**src/rtl/fifo_tx_pkg.sv**
```systemverilog
// Shared sizing for the I2C transmit FIFO: default word/address widths, depth, error-flag layout.
package fifo_tx_pkg;

  localparam int unsigned FIFO_TX_DWIDTH = 32;
  localparam int unsigned FIFO_TX_AWIDTH = 5;
  localparam int unsigned FIFO_TX_DEPTH  = 1 << FIFO_TX_AWIDTH;

  typedef struct packed {
    logic ovf;
    logic udf;
  } fifo_tx_err_t;

  function automatic int unsigned fifo_tx_depth(input int unsigned awidth);
    return 1 << awidth;
  endfunction

endpackage

```
**src/rtl/fifo_tx_if.sv**
```systemverilog
// APB-side push / I2C-side pop bundle of the transmit FIFO; master drives requests, slave is the FIFO.
// TX_LEVEL exists only when FIFO_TX_LEVEL_EN is defined.
interface fifo_tx_if
  import fifo_tx_pkg::*;
#(
  parameter int unsigned DWIDTH = FIFO_TX_DWIDTH,
  parameter int unsigned AWIDTH = FIFO_TX_AWIDTH
) ();

  logic              WR_ENA;
  logic [DWIDTH-1:0] WRITE_DATA_ON_TX;
  logic              RD_ENA;
  logic              CLR_ERR;
  logic [DWIDTH-1:0] DATA_OUT;
  logic              DATA_VALID;
  logic              TX_FULL;
  logic              TX_EMPTY;
  logic              ERROR;
`ifdef FIFO_TX_LEVEL_EN
  logic [AWIDTH:0]   TX_LEVEL;
`endif

  modport master (
    output WR_ENA, WRITE_DATA_ON_TX, RD_ENA, CLR_ERR,
`ifdef FIFO_TX_LEVEL_EN
    input  TX_LEVEL,
`endif
    input  DATA_OUT, DATA_VALID, TX_FULL, TX_EMPTY, ERROR
  );

  modport slave (
    input  WR_ENA, WRITE_DATA_ON_TX, RD_ENA, CLR_ERR,
`ifdef FIFO_TX_LEVEL_EN
    output TX_LEVEL,
`endif
    output DATA_OUT, DATA_VALID, TX_FULL, TX_EMPTY, ERROR
  );

endinterface

```
**src/rtl/fifo_tx_mem.sv**
```systemverilog
// Simple dual-port storage: synchronous write, synchronous read-before-write read register, no reset.
// Read data appears the cycle after rd_en and is held otherwise; no backpressure.
module fifo_tx_mem
  import fifo_tx_pkg::*;
#(
  parameter int unsigned DWIDTH = FIFO_TX_DWIDTH,
  parameter int unsigned AWIDTH = FIFO_TX_AWIDTH
) (
  input  logic              clk,
  input  logic              wr_en,
  input  logic [AWIDTH-1:0] wr_addr,
  input  logic [DWIDTH-1:0] wr_dat,
  input  logic              rd_en,
  input  logic [AWIDTH-1:0] rd_addr,
  output logic [DWIDTH-1:0] rd_dat
);

  localparam int unsigned DEPTH = fifo_tx_depth(AWIDTH);

  logic [DWIDTH-1:0] mem_q [DEPTH];
  logic [DWIDTH-1:0] rd_dat_q;

  // A same-address write and read on one edge returns the old word, which is
  // exactly what a simultaneous push/pop on a full FIFO needs.
  always_ff @(posedge clk) begin
    if (wr_en) begin
      mem_q[wr_addr] <= wr_dat;
    end
    if (rd_en) begin
      rd_dat_q <= mem_q[rd_addr];
    end
  end

  assign rd_dat = rd_dat_q;

endmodule

```
**src/rtl/fifo_tx.sv**
```systemverilog
// I2C transmit FIFO (32x32 default): push accepted on the edge, popped word on DATA_OUT one cycle after RD_ENA.
// No backpressure: push-when-full and pop-when-empty are dropped and latch sticky ERROR. Optional TX_LEVEL via FIFO_TX_LEVEL_EN.
module fifo_tx
  import fifo_tx_pkg::*;
#(
  parameter int unsigned DWIDTH = FIFO_TX_DWIDTH,
  parameter int unsigned AWIDTH = FIFO_TX_AWIDTH
) (
  input  logic     PCLK,
  input  logic     PRESET,
  fifo_tx_if.slave bus
);

  localparam int unsigned     DEPTH    = fifo_tx_depth(AWIDTH);
  localparam logic [AWIDTH:0] CNT_FULL = DEPTH[AWIDTH:0];

  logic [AWIDTH-1:0] wr_ptr_q, wr_ptr_d;
  logic [AWIDTH-1:0] rd_ptr_q, rd_ptr_d;
  logic [AWIDTH:0]   count_q, count_d;
  logic              dat_vld_q, dat_vld_d;
  logic              out_clr_q, out_clr_d;
  fifo_tx_err_t      err_q, err_d;

  logic              full;
  logic              empty;
  logic              do_push;
  logic              do_pop;
  logic              ovf_evt;
  logic              udf_evt;
  logic [DWIDTH-1:0] rd_dat;

  always_comb begin
    full    = (count_q == CNT_FULL);
    empty   = (count_q == '0);
    do_pop  = bus.RD_ENA && !empty;
    // A pop in the same cycle frees the slot, so a push on a full FIFO is still legal.
    do_push = bus.WR_ENA && (!full || do_pop);
    ovf_evt = bus.WR_ENA && full && !do_pop;
    udf_evt = bus.RD_ENA && empty;

    wr_ptr_d = do_push ? wr_ptr_q + AWIDTH'(1) : wr_ptr_q;
    rd_ptr_d = do_pop  ? rd_ptr_q + AWIDTH'(1) : rd_ptr_q;

    count_d = count_q;
    case ({do_push, do_pop})
      2'b10:   count_d = count_q + (AWIDTH + 1)'(1);
      2'b01:   count_d = count_q - (AWIDTH + 1)'(1);
      default: count_d = count_q;
    endcase

    dat_vld_d = do_pop;
    out_clr_d = out_clr_q && !do_pop;

    err_d.ovf = ovf_evt || (err_q.ovf && !bus.CLR_ERR);
    err_d.udf = udf_evt || (err_q.udf && !bus.CLR_ERR);
  end

  always_ff @(posedge PCLK) begin
    if (PRESET) begin
      wr_ptr_q  <= '0;
      rd_ptr_q  <= '0;
      count_q   <= '0;
      dat_vld_q <= 1'b0;
      out_clr_q <= 1'b1;
      err_q     <= '0;
    end else begin
      wr_ptr_q  <= wr_ptr_d;
      rd_ptr_q  <= rd_ptr_d;
      count_q   <= count_d;
      dat_vld_q <= dat_vld_d;
      out_clr_q <= out_clr_d;
      err_q     <= err_d;
    end
  end

  fifo_tx_mem #(
    .DWIDTH (DWIDTH),
    .AWIDTH (AWIDTH)
  ) u_mem (
    .clk     (PCLK),
    .wr_en   (do_push && !PRESET),
    .wr_addr (wr_ptr_q),
    .wr_dat  (bus.WRITE_DATA_ON_TX),
    .rd_en   (do_pop && !PRESET),
    .rd_addr (rd_ptr_q),
    .rd_dat  (rd_dat)
  );

  // The read register has no reset; out_clr_q masks it to zero until the first pop after reset.
  assign bus.DATA_OUT   = out_clr_q ? '0 : rd_dat;
  assign bus.DATA_VALID = dat_vld_q;
  assign bus.TX_FULL    = full;
  assign bus.TX_EMPTY   = empty;
  assign bus.ERROR      = err_q.ovf || err_q.udf;

`ifdef FIFO_TX_LEVEL_EN
  assign bus.TX_LEVEL   = count_q;
`endif

endmodule

```
**src/flat_wrapper.sv**
```systemverilog
// flat-port wrapper written by rule: the top's interface ports become plain ports
module fifo_tx_flat import fifo_tx_pkg::*;
#(
  parameter int unsigned DWIDTH = FIFO_TX_DWIDTH,
  parameter int unsigned AWIDTH = FIFO_TX_AWIDTH
)
  (PCLK, PRESET, bus_WR_ENA, bus_WRITE_DATA_ON_TX, bus_RD_ENA, bus_CLR_ERR, bus_DATA_OUT, bus_DATA_VALID, bus_TX_FULL, bus_TX_EMPTY, bus_ERROR);
  fifo_tx_if #(.DWIDTH(DWIDTH), .AWIDTH(AWIDTH)) bus_i ();
  input  logic PCLK;
  input  logic PRESET;
  input wire logic [$bits(bus_i.WR_ENA)-1:0] bus_WR_ENA;
  input wire logic [$bits(bus_i.WRITE_DATA_ON_TX)-1:0] bus_WRITE_DATA_ON_TX;
  input wire logic [$bits(bus_i.RD_ENA)-1:0] bus_RD_ENA;
  input wire logic [$bits(bus_i.CLR_ERR)-1:0] bus_CLR_ERR;
  output wire logic [$bits(bus_i.DATA_OUT)-1:0] bus_DATA_OUT;
  output wire logic [$bits(bus_i.DATA_VALID)-1:0] bus_DATA_VALID;
  output wire logic [$bits(bus_i.TX_FULL)-1:0] bus_TX_FULL;
  output wire logic [$bits(bus_i.TX_EMPTY)-1:0] bus_TX_EMPTY;
  output wire logic [$bits(bus_i.ERROR)-1:0] bus_ERROR;
  assign bus_i.WR_ENA = bus_WR_ENA;
  assign bus_i.WRITE_DATA_ON_TX = bus_WRITE_DATA_ON_TX;
  assign bus_i.RD_ENA = bus_RD_ENA;
  assign bus_i.CLR_ERR = bus_CLR_ERR;
  assign bus_DATA_OUT = bus_i.DATA_OUT;
  assign bus_DATA_VALID = bus_i.DATA_VALID;
  assign bus_TX_FULL = bus_i.TX_FULL;
  assign bus_TX_EMPTY = bus_i.TX_EMPTY;
  assign bus_ERROR = bus_i.ERROR;
  fifo_tx #(.DWIDTH(DWIDTH), .AWIDTH(AWIDTH)) u_core (.PCLK(PCLK), .PRESET(PRESET), .bus(bus_i));
endmodule
```
**config.mk**
```make
export PLATFORM = sky130hd
export DESIGN_NAME = fifo_tx_flat
export DESIGN_NICKNAME = d
export VERILOG_FILES = /design/src/rtl/fifo_tx_pkg.sv /design/src/rtl/fifo_tx_if.sv /design/src/rtl/fifo_tx_mem.sv /design/src/rtl/fifo_tx.sv /design/src/flat_wrapper.sv
export SDC_FILE = /design/constraint.sdc
export NUM_CORES = 1
export LEC_CHECK = 0
export BUFFER_PORTS_ARGS = -buffer_cell sky130_fd_sc_hd__buf_2
export CAP_MARGIN = 40
export CORE_ASPECT_RATIO = 1.25
export CORE_MARGIN = 1.5
export CORE_UTILIZATION = 60
export CTS_CLUSTER_SIZE = 30
export DETAILED_ROUTE_END_ITERATION = 12
export HOLD_SLACK_MARGIN = 0.15
export PLACE_DENSITY_LB_ADDON = 0.15
export SLEW_MARGIN = 30
export SYNTH_ARGS = -nofsm -noshare
export SYNTH_HDL_FRONTEND = slang
export SYNTH_SLANG_ARGS = --single-unit
export TNS_END_PERCENT = 100
```
**constraint.sdc**
```tcl
create_clock -name PCLK -period 4 [get_ports PCLK]
set_input_delay 0.8 -clock PCLK [delete_from_list [all_inputs] [get_ports PCLK]]
set_output_delay 0.8 -clock PCLK [all_outputs]
set_load 0.01 [all_outputs]
```
* After elaboration in Yosys (flattened, before gate mapping) *
Memories as Yosys holds them, arrays and structs flattened. A register that Yosys moved wholly into a read port is not among the register bits.
Index checks and enable logic that the tools add are counted.

word-level totals
  flip-flop bits (word level) = 20
  memory bits (writable) = 1,024
  bits of input ports = 37
  output and inout bits = 36
  word-level logic and storage cells = 40
  memories kept = 1

memory list
  memory              depth  width  read ports  clocked after memory_dff  wr ports  RTL line           RTL
  u_core.u_mem.mem_q  32     32     1           1                         1         fifo_tx_mem.sv:20  logic [DWIDTH-1:0] mem_q [DEPTH];

operators by class
  $add $sub $neg = 4
  equal/unequal tests = 3
  mux-type cells = 4
  reduce and logical (&&, ||, !) cells = 21

operator list
  kind                                                                 number
  32-bit 2-to-1 mux                                                    1
  6-bit case mux with 2 select lines                                   1
  5-bit by 1-bit adder with 5-bit output (second input constant)       2
  1-bit logical AND                                                    10
  6-bit by 1-bit adder with 6-bit output (second input constant)       1
  6-bit == test (second input constant)                                1
  6-bit logical NOT                                                    1
  6-bit by 1-bit subtractor with 6-bit output (second input constant)  1
  1-bit logical NOT                                                    5
  1-bit logical OR                                                     4
  2-bit by 1-bit == test with 1-bit output (second input constant)     1
  2-bit == test (second input constant)                                1
  1-bit 2-to-1 mux                                                     2
  2-bit nonzero test                                                   1

* Depth between registers and ports, before layout *
Gate-level depths: netlist of run 1.

  depth in word-level cells = 8
  gate-level depth with buffers = 9
  depth with buffers taken out = 8

* Cells and area by module *
From an unflattened synthesis of run 1, not the netlist that was laid out.

unflattened totals
  cell total of the unflattened synthesis = 2,426
  area total of the unflattened synthesis = 42,129.2 um2

by module, submodules not included
  module       times used  cells an instance  area each (um2)  seq. area each (um2)
  fifo_tx_mem  1           2,260              40,805.4         31,710.4
  fifo_tx      1           166                1,323.8          400.4

* Least setup slack after synthesis of run 1 *
Ideal clock, no wire load.

  path type = input port to flip-flop
  start = input bus_WR_ENA
  end = memory u_core.u_mem.mem_q[29][0] (netlist name), enable pin
  library setup time = 0.421 ns
  arrival = 3.045 ns
  required time = 3.579 ns
  setup slack = 0.534 ns
  stages = 5
  buffers on the path = 0
  cell sequence = inv_1 > a31oi_1 > nor2b_1 > nand2_1 > nor2_1

between the ends
  longest elaborated chain between the ends = 4

RTL lines
  element                                 RTL line            RTL
  start: declaration                      flat_wrapper.sv:11  input wire logic [$bits(bus_i.WR_ENA)-1:0] bus_WR_ENA;
  1-bit logical AND                       fifo_tx.sv:37       do_push = bus.WR_ENA && (!full || do_pop);
  1-bit logical AND                       fifo_tx.sv:81       .wr_en (do_push && !PRESET),
  1-bit 2-to-1 mux                        fifo_tx_mem.sv:26   if (wr_en) begin
  1-bit 2-to-1 mux (implied by the code)  fifo_tx_mem.sv:27   mem_q[wr_addr] <= wr_dat;
  end: declaration                        fifo_tx_mem.sv:20

Every way passes these cells.

* Final worst setup path of run 1 *
  start = register u_core.count_q[0]
  end = memory u_core.u_mem.mem_q[7][28] (netlist name), enable pin

between the ends
  longest elaborated chain between the ends = 8
  elaborated cells on any way between the ends = 10
  classes of those cells = eq/ne: 1; mux: 2; reduce/logical: 7

RTL lines
  element                                     RTL line           RTL
  start: declaration                          fifo_tx.sv:19      logic [AWIDTH:0] count_q, count_d;
  start signal: assignment                    fifo_tx.sv:69      count_q <= count_d;
  6-bit logical NOT                           fifo_tx.sv:34      empty = (count_q == '0);
  1-bit logical NOT                           fifo_tx.sv:35      do_pop = bus.RD_ENA && !empty;
  1-bit logical AND                           fifo_tx.sv:35
  1-bit logical OR (*)                        fifo_tx.sv:37
  1-bit logical AND (*)                       fifo_tx.sv:37
  1-bit logical AND (*)                       fifo_tx.sv:81
  1-bit 2-to-1 mux (*)                        fifo_tx_mem.sv:26
  1-bit 2-to-1 mux (implied by the code) (*)  fifo_tx_mem.sv:27

Every way passes the cells marked *; elsewhere a longest branch is shown, timed or not.

==> reports/results.ini, run 1 <==
[global_routing]
grt_util_all_layers_pct = 26.3
antenna_found_initial = 1
grt_overflow = 0
grt_pass1_vias = 18800
grt_max_degree = 108
grt_first_pass_wirelength_mm = 129

[final_layout]
fin_nets = 1895
area_growth_pct = 13.9
drive_gt1_share_pct = 36.1
post-route-cell-area_mm2 = 0.0467
final_util_pct = 68.9
diodes = 0

[timing]
slew_viol_final = 0
fin_crit_sh_pct = 71.4
hold_violations = 0
setup-violations-final = 0
maxSlewHeadroom_pct = 49.2
max_freq_ghz = 0.350
tightest_slew_ns = 0.761
holdWs_ns = 0.455
rsz0062_at_grt = no
fin_setup_tns_ns = 0
finClkSkew_ns = 0.0166
final.min_clock_period_ns = 2.86
worst_slack_ns = 1.14

[clocking]
htree_levels = 3
clock_path_buffers = 3
path_clk_slew_ns = 0.06
cts_sinks = 1076
insertion_delay_ns = 0.65
cts_buffers = 97
cts_tree = done
cts.repair.resized = 0
postCtsHoldBufs = 0
cts_root_buf = clkbuf_16
cts_setup_buffers = 0

[setup_path]
crit_path_frequent_cell = buf_4
cp-start-kind = register
worst_setup_path_end_kind = register
critPathMaxStageDelay_ns = 0.53
path_cells = nor3b_1 > a31oi_1 > buf_4 > nor2b_1 > nand2_1 > buf_4 > nor2_4 > buf_12
crit_type = register to register
cp_max_fo = 22
cp.arrival_ns = 3.20
crit_required_ns = 4.35
slowest_stage = dfxtp_1

[die]
fp.coreArea_mm2 = 0.0679
die-area_mm2 = 0.0700
die_w_um = 237
fp-row-count = 107
io-pin-count = 73
initial_utilization_pct = 60.5
dieHeight_um = 295

[yosys]
yosysUniqueCellTypes = 34
synthCells = 1686
syn-num-nets = 1729
yosysWarnings = 0
ys_seq_area_share_pct = 78.2
avgSynthCellArea_um2 = 24.3
synth_edf_count = 1056
ys_ff_latch = 1076
async_flop_share_pct = 0
synthFlopType = edfxtp_1
synth_area_mm2 = 0.0410

[detailed_routing]
wl_mm = 89.0
wl_per_cell_um = 31.7
vias = 18200
drt-vias-per-instance = 6.49
detailedRoute.firstIterationViolations = 1959
dr.pass1.iters = 7
drc = 0
ant_nets = 0

[placed_design]
place_worst_setup_slack_ns = 0.839
placed_cell_area_mm2 = 0.0434
gp_congestion = 0.821
io_buffers = 72
place_hpwl_mm = 52.9

[power_and_ir_drop]
power_density_mw_per_mm2 = 582
p_leak_nw = 14.3
vdd_drop_max_v = 0.000338

[job]
drv_cap = 0

[worst_hold_path]
hp-class = primary input to register

[run_status]
status = completed

==> stage by stage <==
step,instances,power [mW]
floorplan,1686,16.3
global placement,2624,17.7
detailed placement,2625,17.8
CTS,2806,27.5
global route,2806,28.1
finish,2806,27.2
==> placed cells by master, fill, tap and decap left out, drive strengths merged, types with 2 or more instances in the layout <==
cell type  synthesis  routed
or3                3       3
nand4              7       7
clkinv             0      37
mux2i              2       2
nand2b             3       3
clkinvlp           0       9
a21oi             10      10
a31oi              2       2
nor3               3       3
mux2              34      34
nor2b             37      37
buf               36     154
nand3b             3       3
ha                 6       6
or3b               2       2
mux4             320     320
edfxtp          1056    1056
inv                5       7
dfxtp             20      20
xor2               8       8
nor2              54      54
nand2             13      13
clkbuf            51     115
xnor2              2       2
bufinv             0      18
==> layer usage <==
layer	routed length (µm)	track usage, %	vias up
li1	-	-	7547
met1	33200	34.3	9758
met2	46600	44.9	750
met3	5510	3.92	148
met4	3710	11.5	0
met5	0	0	-
==> path summary, 6_finish.rpt <==
kind,from,endpoint,slack [ns],cells past startpoint
worst max-delay path,u_core.count_q[0],u_core.u_mem.mem_q[7][28],1.14,8
worst min-delay path,bus_CLR_ERR,u_core.err_q[1],0.46,3
worst max register to register,u_core.count_q[0],u_core.u_mem.mem_q[7][28],1.14,8
worst min register to register,u_core.err_q[1],u_core.err_q[1],0.49,2
==> cell type report <==
cell class | count | area (µm²)
inverter | 5 | 18.8
timing repair buffer | 154 | 1350
clock buffer | 115 | 2560
fill | 4018 | 21100
clock inverter | 66 | 816
sequential | 1076 | 32100
multi-input combinational | 518 | 8760
tap | 872 | 1090
==> critical path: cells and delay by family (launching register included) <==
kind	cells	cell delay, ns
DFF	1	0.53
buffers and inverters	3	0.71
and+or+nand+nor	4	1.09
AOI/OAI and AO/OA	1	0.19
==> power by group <==
group	internal (mW)	switching, mW	leakage, nW	total (mW)
sequential	12.6	0.202	9.67	12.8
combinational	2.50	2.18	2.96	4.69
clock	5.75	3.99	1.62	9.74
total	20.8	6.37	14.3	27.2
==> cells in the mapped netlist (all sizes together), types with 3 or more instances <==
| library cell | instances | area (µm²) |
|---|---|---|
| a21oi | 10 | 50.1 |
| mux2 | 34 | 383 |
| xor2 | 8 | 70.1 |
| nand2b | 3 | 18.8 |
| inv | 5 | 18.8 |
| dfxtp | 20 | 400 |
| buf | 36 | 201 |
| mux4 | 320 | 7210 |
| edfxtp | 1056 | 31700 |
| nand4 | 7 | 43.8 |
| clkbuf | 51 | 191 |
| nor3 | 3 | 15.0 |
| nor2b | 37 | 231 |
| or3 | 3 | 18.8 |
| nand3b | 3 | 22.5 |
| nand2 | 13 | 48.8 |
| ha | 6 | 75.1 |
| nor2 | 54 | 203 |
==> registers in the layout, indices dropped and copies added, names as in the netlist <==
signal / flops
u_core.u_mem.mem_q: 1024
u_core.rd_ptr_q: 5
u_core.u_mem.rd_dat: 32
u_core.out_clr_q: 1
u_core.wr_ptr_q: 5
u_core.count_q: 6
u_core.err_q: 2
u_core.bus.DATA_VALID: 1
==> cells by family (layout without fill, tap and decap cells) <==
family                     Yosys count  after routing  synth area share, %
DFF                               1076           1076                 78.2
muxes                              356            356                 18.5
and+or+nand+nor                    130            130                 1.59
buffers and inverters               92            340                 1.00
AOI/OAI and AO/OA                   16             16                0.229
xor gates and xnor gates            10             10                0.213
adders and majority gates            6              6                0.183
No activity file was read; power rests on OpenSTA's default activity.
==> run 2, diff against run 1 <==
--- a/config.mk
+++ b/config.mk
@@ -9,7 +9,7 @@
 export CAP_MARGIN = 40
 export CORE_ASPECT_RATIO = 1.25
 export CORE_MARGIN = 1.5
-export CORE_UTILIZATION = 60
+export CORE_UTILIZATION = 56
 export CTS_CLUSTER_SIZE = 30
 export DETAILED_ROUTE_END_ITERATION = 12
 export HOLD_SLACK_MARGIN = 0.15
==> constraint.sdc (replaced) <==
create_clock -name PCLK -period 2.54 [get_ports PCLK]
set_input_delay 0.508 -clock PCLK [delete_from_list [all_inputs] [get_ports PCLK]]
set_output_delay 0.508 -clock PCLK [all_outputs]
set_load 0.01 [all_outputs]
==> reports/results.ini, run 2 (synthesis results as in run 1) <==
[detailed_routing]
wl_per_cell_um = 32.9  ; +3.9%
drt-vias-per-instance = 6.43  ; -0.93%
wl_mm = 97.1  ; +9.1%
detailedRoute.firstIterationViolations = 2233  ; +14%
drc = 0  ; unchanged
ant_nets = 0  ; unchanged
dr.pass1.iters = 7  ; unchanged
vias = 19000  ; +4.1%

[setup_path]
cp.arrival_ns = 2.87  ; -0.33 ns
cp_max_fo = 20  ; -9.1%
r2r_cells = 5  ; -3
crit_required_ns = 2.94  ; -1.41 ns
reg2reg_from = u_core.rd_ptr_q[0]
crit_type = register to register
cp-start-kind = register
startpoint = u_core.rd_ptr_q[0]
worst_setup_path_end_kind = register

[clocking]
cts_tree = done
cts_sinks = 1076  ; unchanged
cts_buffers = 101  ; +4.1%
path_clk_slew_ns = 0.06  ; about the same
insertion_delay_ns = 0.68  ; +0.03 ns
htree_levels = 3  ; unchanged
clock_path_buffers = 3  ; unchanged
cts_root_buf = clkbuf_16
cts_setup_buffers = 0  ; unchanged

[power_and_ir_drop]
vdd_drop_max_v = 0.000596  ; +76%
finalPower_mw = 41.4  ; +52%
p_leak_nw = 14.6  ; +2.6%
power_density_mw_per_mm2 = 867  ; +49%

[timing]
max_freq_ghz = 0.406  ; +16%
rsz0062_at_grt = no
setup-violations-final = 0  ; unchanged
hold_violations = 0  ; unchanged
tightest_slew_ns = 0.711  ; -0.0507 ns
holdWs_ns = 0.218  ; -0.238 ns
finClkSkew_ns = 0.0229  ; +0.00636 ns
maxSlewHeadroom_pct = 52.5  ; +3.3 points
final.min_clock_period_ns = 2.46  ; -0.393 ns
fin_crit_sh_pct = 97.0  ; +26 points
slew_viol_final = 0  ; unchanged

[placed_design]
io_buffers = 72  ; unchanged
dp.cells = 2762  ; +5.2%
gp_congestion = 0.759  ; -7.6%
place_hpwl_mm = 56.4  ; +6.7%

[final_layout]
drive_gt1_share_pct = 37.2  ; +1.1 points
fin_nets = 1958  ; +3.3%
largest-register = u_core.u_mem.mem_q
instances_no_fill = 2949  ; +5.1%
largest_reg_flops = 1024  ; unchanged
area_growth_pct = 16.5
final_cell_mix = edfxtp_1, mux4_2, clkbuf_16
mostFrequentLayoutCell = edfxtp_1

[die]
dieHeight_um = 306  ; +3.5%
die_w_um = 245  ; +3.5%
initial_utilization_pct = 56.8  ; -3.7 points
fp-row-count = 110  ; +2.8%
io-pin-count = 73  ; unchanged
die-area_mm2 = 0.0749  ; +7.1%
fp.coreArea_mm2 = 0.0723  ; +6.5%

[global_routing]
antenna_found_initial = 9  ; +8
grt_max_degree = 42  ; -61%
grt_first_pass_wirelength_mm = 139  ; +7.5%
grt_overflow = 0  ; unchanged
grt_pass1_vias = 19700  ; +4.5%
grt_util_all_layers_pct = 26.8  ; +0.48 points

[worst_hold_path]
hold_start = PRESET
hp-class = primary input to register
whs_path_depth = 2  ; -1

[job]
drv_cap = 0  ; unchanged

[run_status]
status = completed

==> run 2: cell count changes in the layout (fill, tap and decap cells not counted), moves of 7 or more <==
| cell | previous run | this run |
|---|---|---|
| clkinvlp_4 | 9 | 1 |
| clkinv_1 | 17 | 27 |
| buf_12 | 30 | 98 |
| clkbuf_1 | 15 | 22 |
| buf_4 | 52 | 40 |
| bufinv_16 | 18 | 3 |
==> run 2: final timing paths <==
kind | slack, ns | endpoint
hold reg to reg | 0.50 | u_core.err_q[1]
setup / recovery | 0.08 | u_core.u_mem.rd_dat[20]
setup reg to reg | 0.08 | u_core.u_mem.rd_dat[20]
hold / removal | 0.22 | u_core.count_q[0]
==> run 2: report_power, final <==
part | internal [mW] | switching, mW | leakage [nW] | total, mW
clock network | 7.65 | 6.24 | 1.47 | 13.9
logic | 4.23 | 3.31 | 3.48 | 7.54
registers | 19.8 | 0.210 | 9.67 | 20.0
==> run 2: routing by layer <==
metal  GRT usage [%]  share of wire (%)  wire length, µm
met4            9.24                2.8             2720
met2            45.2                 52            50500
met5               0              0.016               16
met3            4.36                6.8             6560
met1            35.8                 38            37300
==> run 2: per-stage QoR <==
stage / setup slack (ns) / utilization [%] / area, µm² / TNS (ns)
CTS: 0.0362 / 66.1 / 47800 / 0
detailed placement: 0.0641 / 61.9 / 44800 / 0
global placement: 0.0641 / 61.9 / 44800 / 0
floorplan: -0.216 / - / 41300 / -156.12
global route: 0.00348 / 66.1 / 47800 / 0
finish: 0.0765 / 66.2 / 47800 / 0
==> run 2: repair_timing <==
item / in CTS / in global routing
gates resized for setup: 0 / 2
hold buffers: 2 / 0
endpoints found under the hold margin: 2 / 0
endpoints found under the setup margin: 0 / 16
==> run 2: cell type report <==
cell class	instances	area, µm²
Sequential cell	1076	32100
Clock buffer	124	2640
Multi-Input combinational cell	518	8780
Antenna cell	5	12.5
Clock inverter	56	364
Fill cell	4485	24500
Tap cell	952	1190
Inverter	5	18.8
Timing Repair Buffer	213	2670
==> run 2: critical path, cell delays in order (launching register included) <==
cell and delay [ns]:
dfxtp_4 0.37, buf_12 0.20, buf_12 0.24, mux4_2 0.56, mux4_2 0.53, mux2_2 0.28
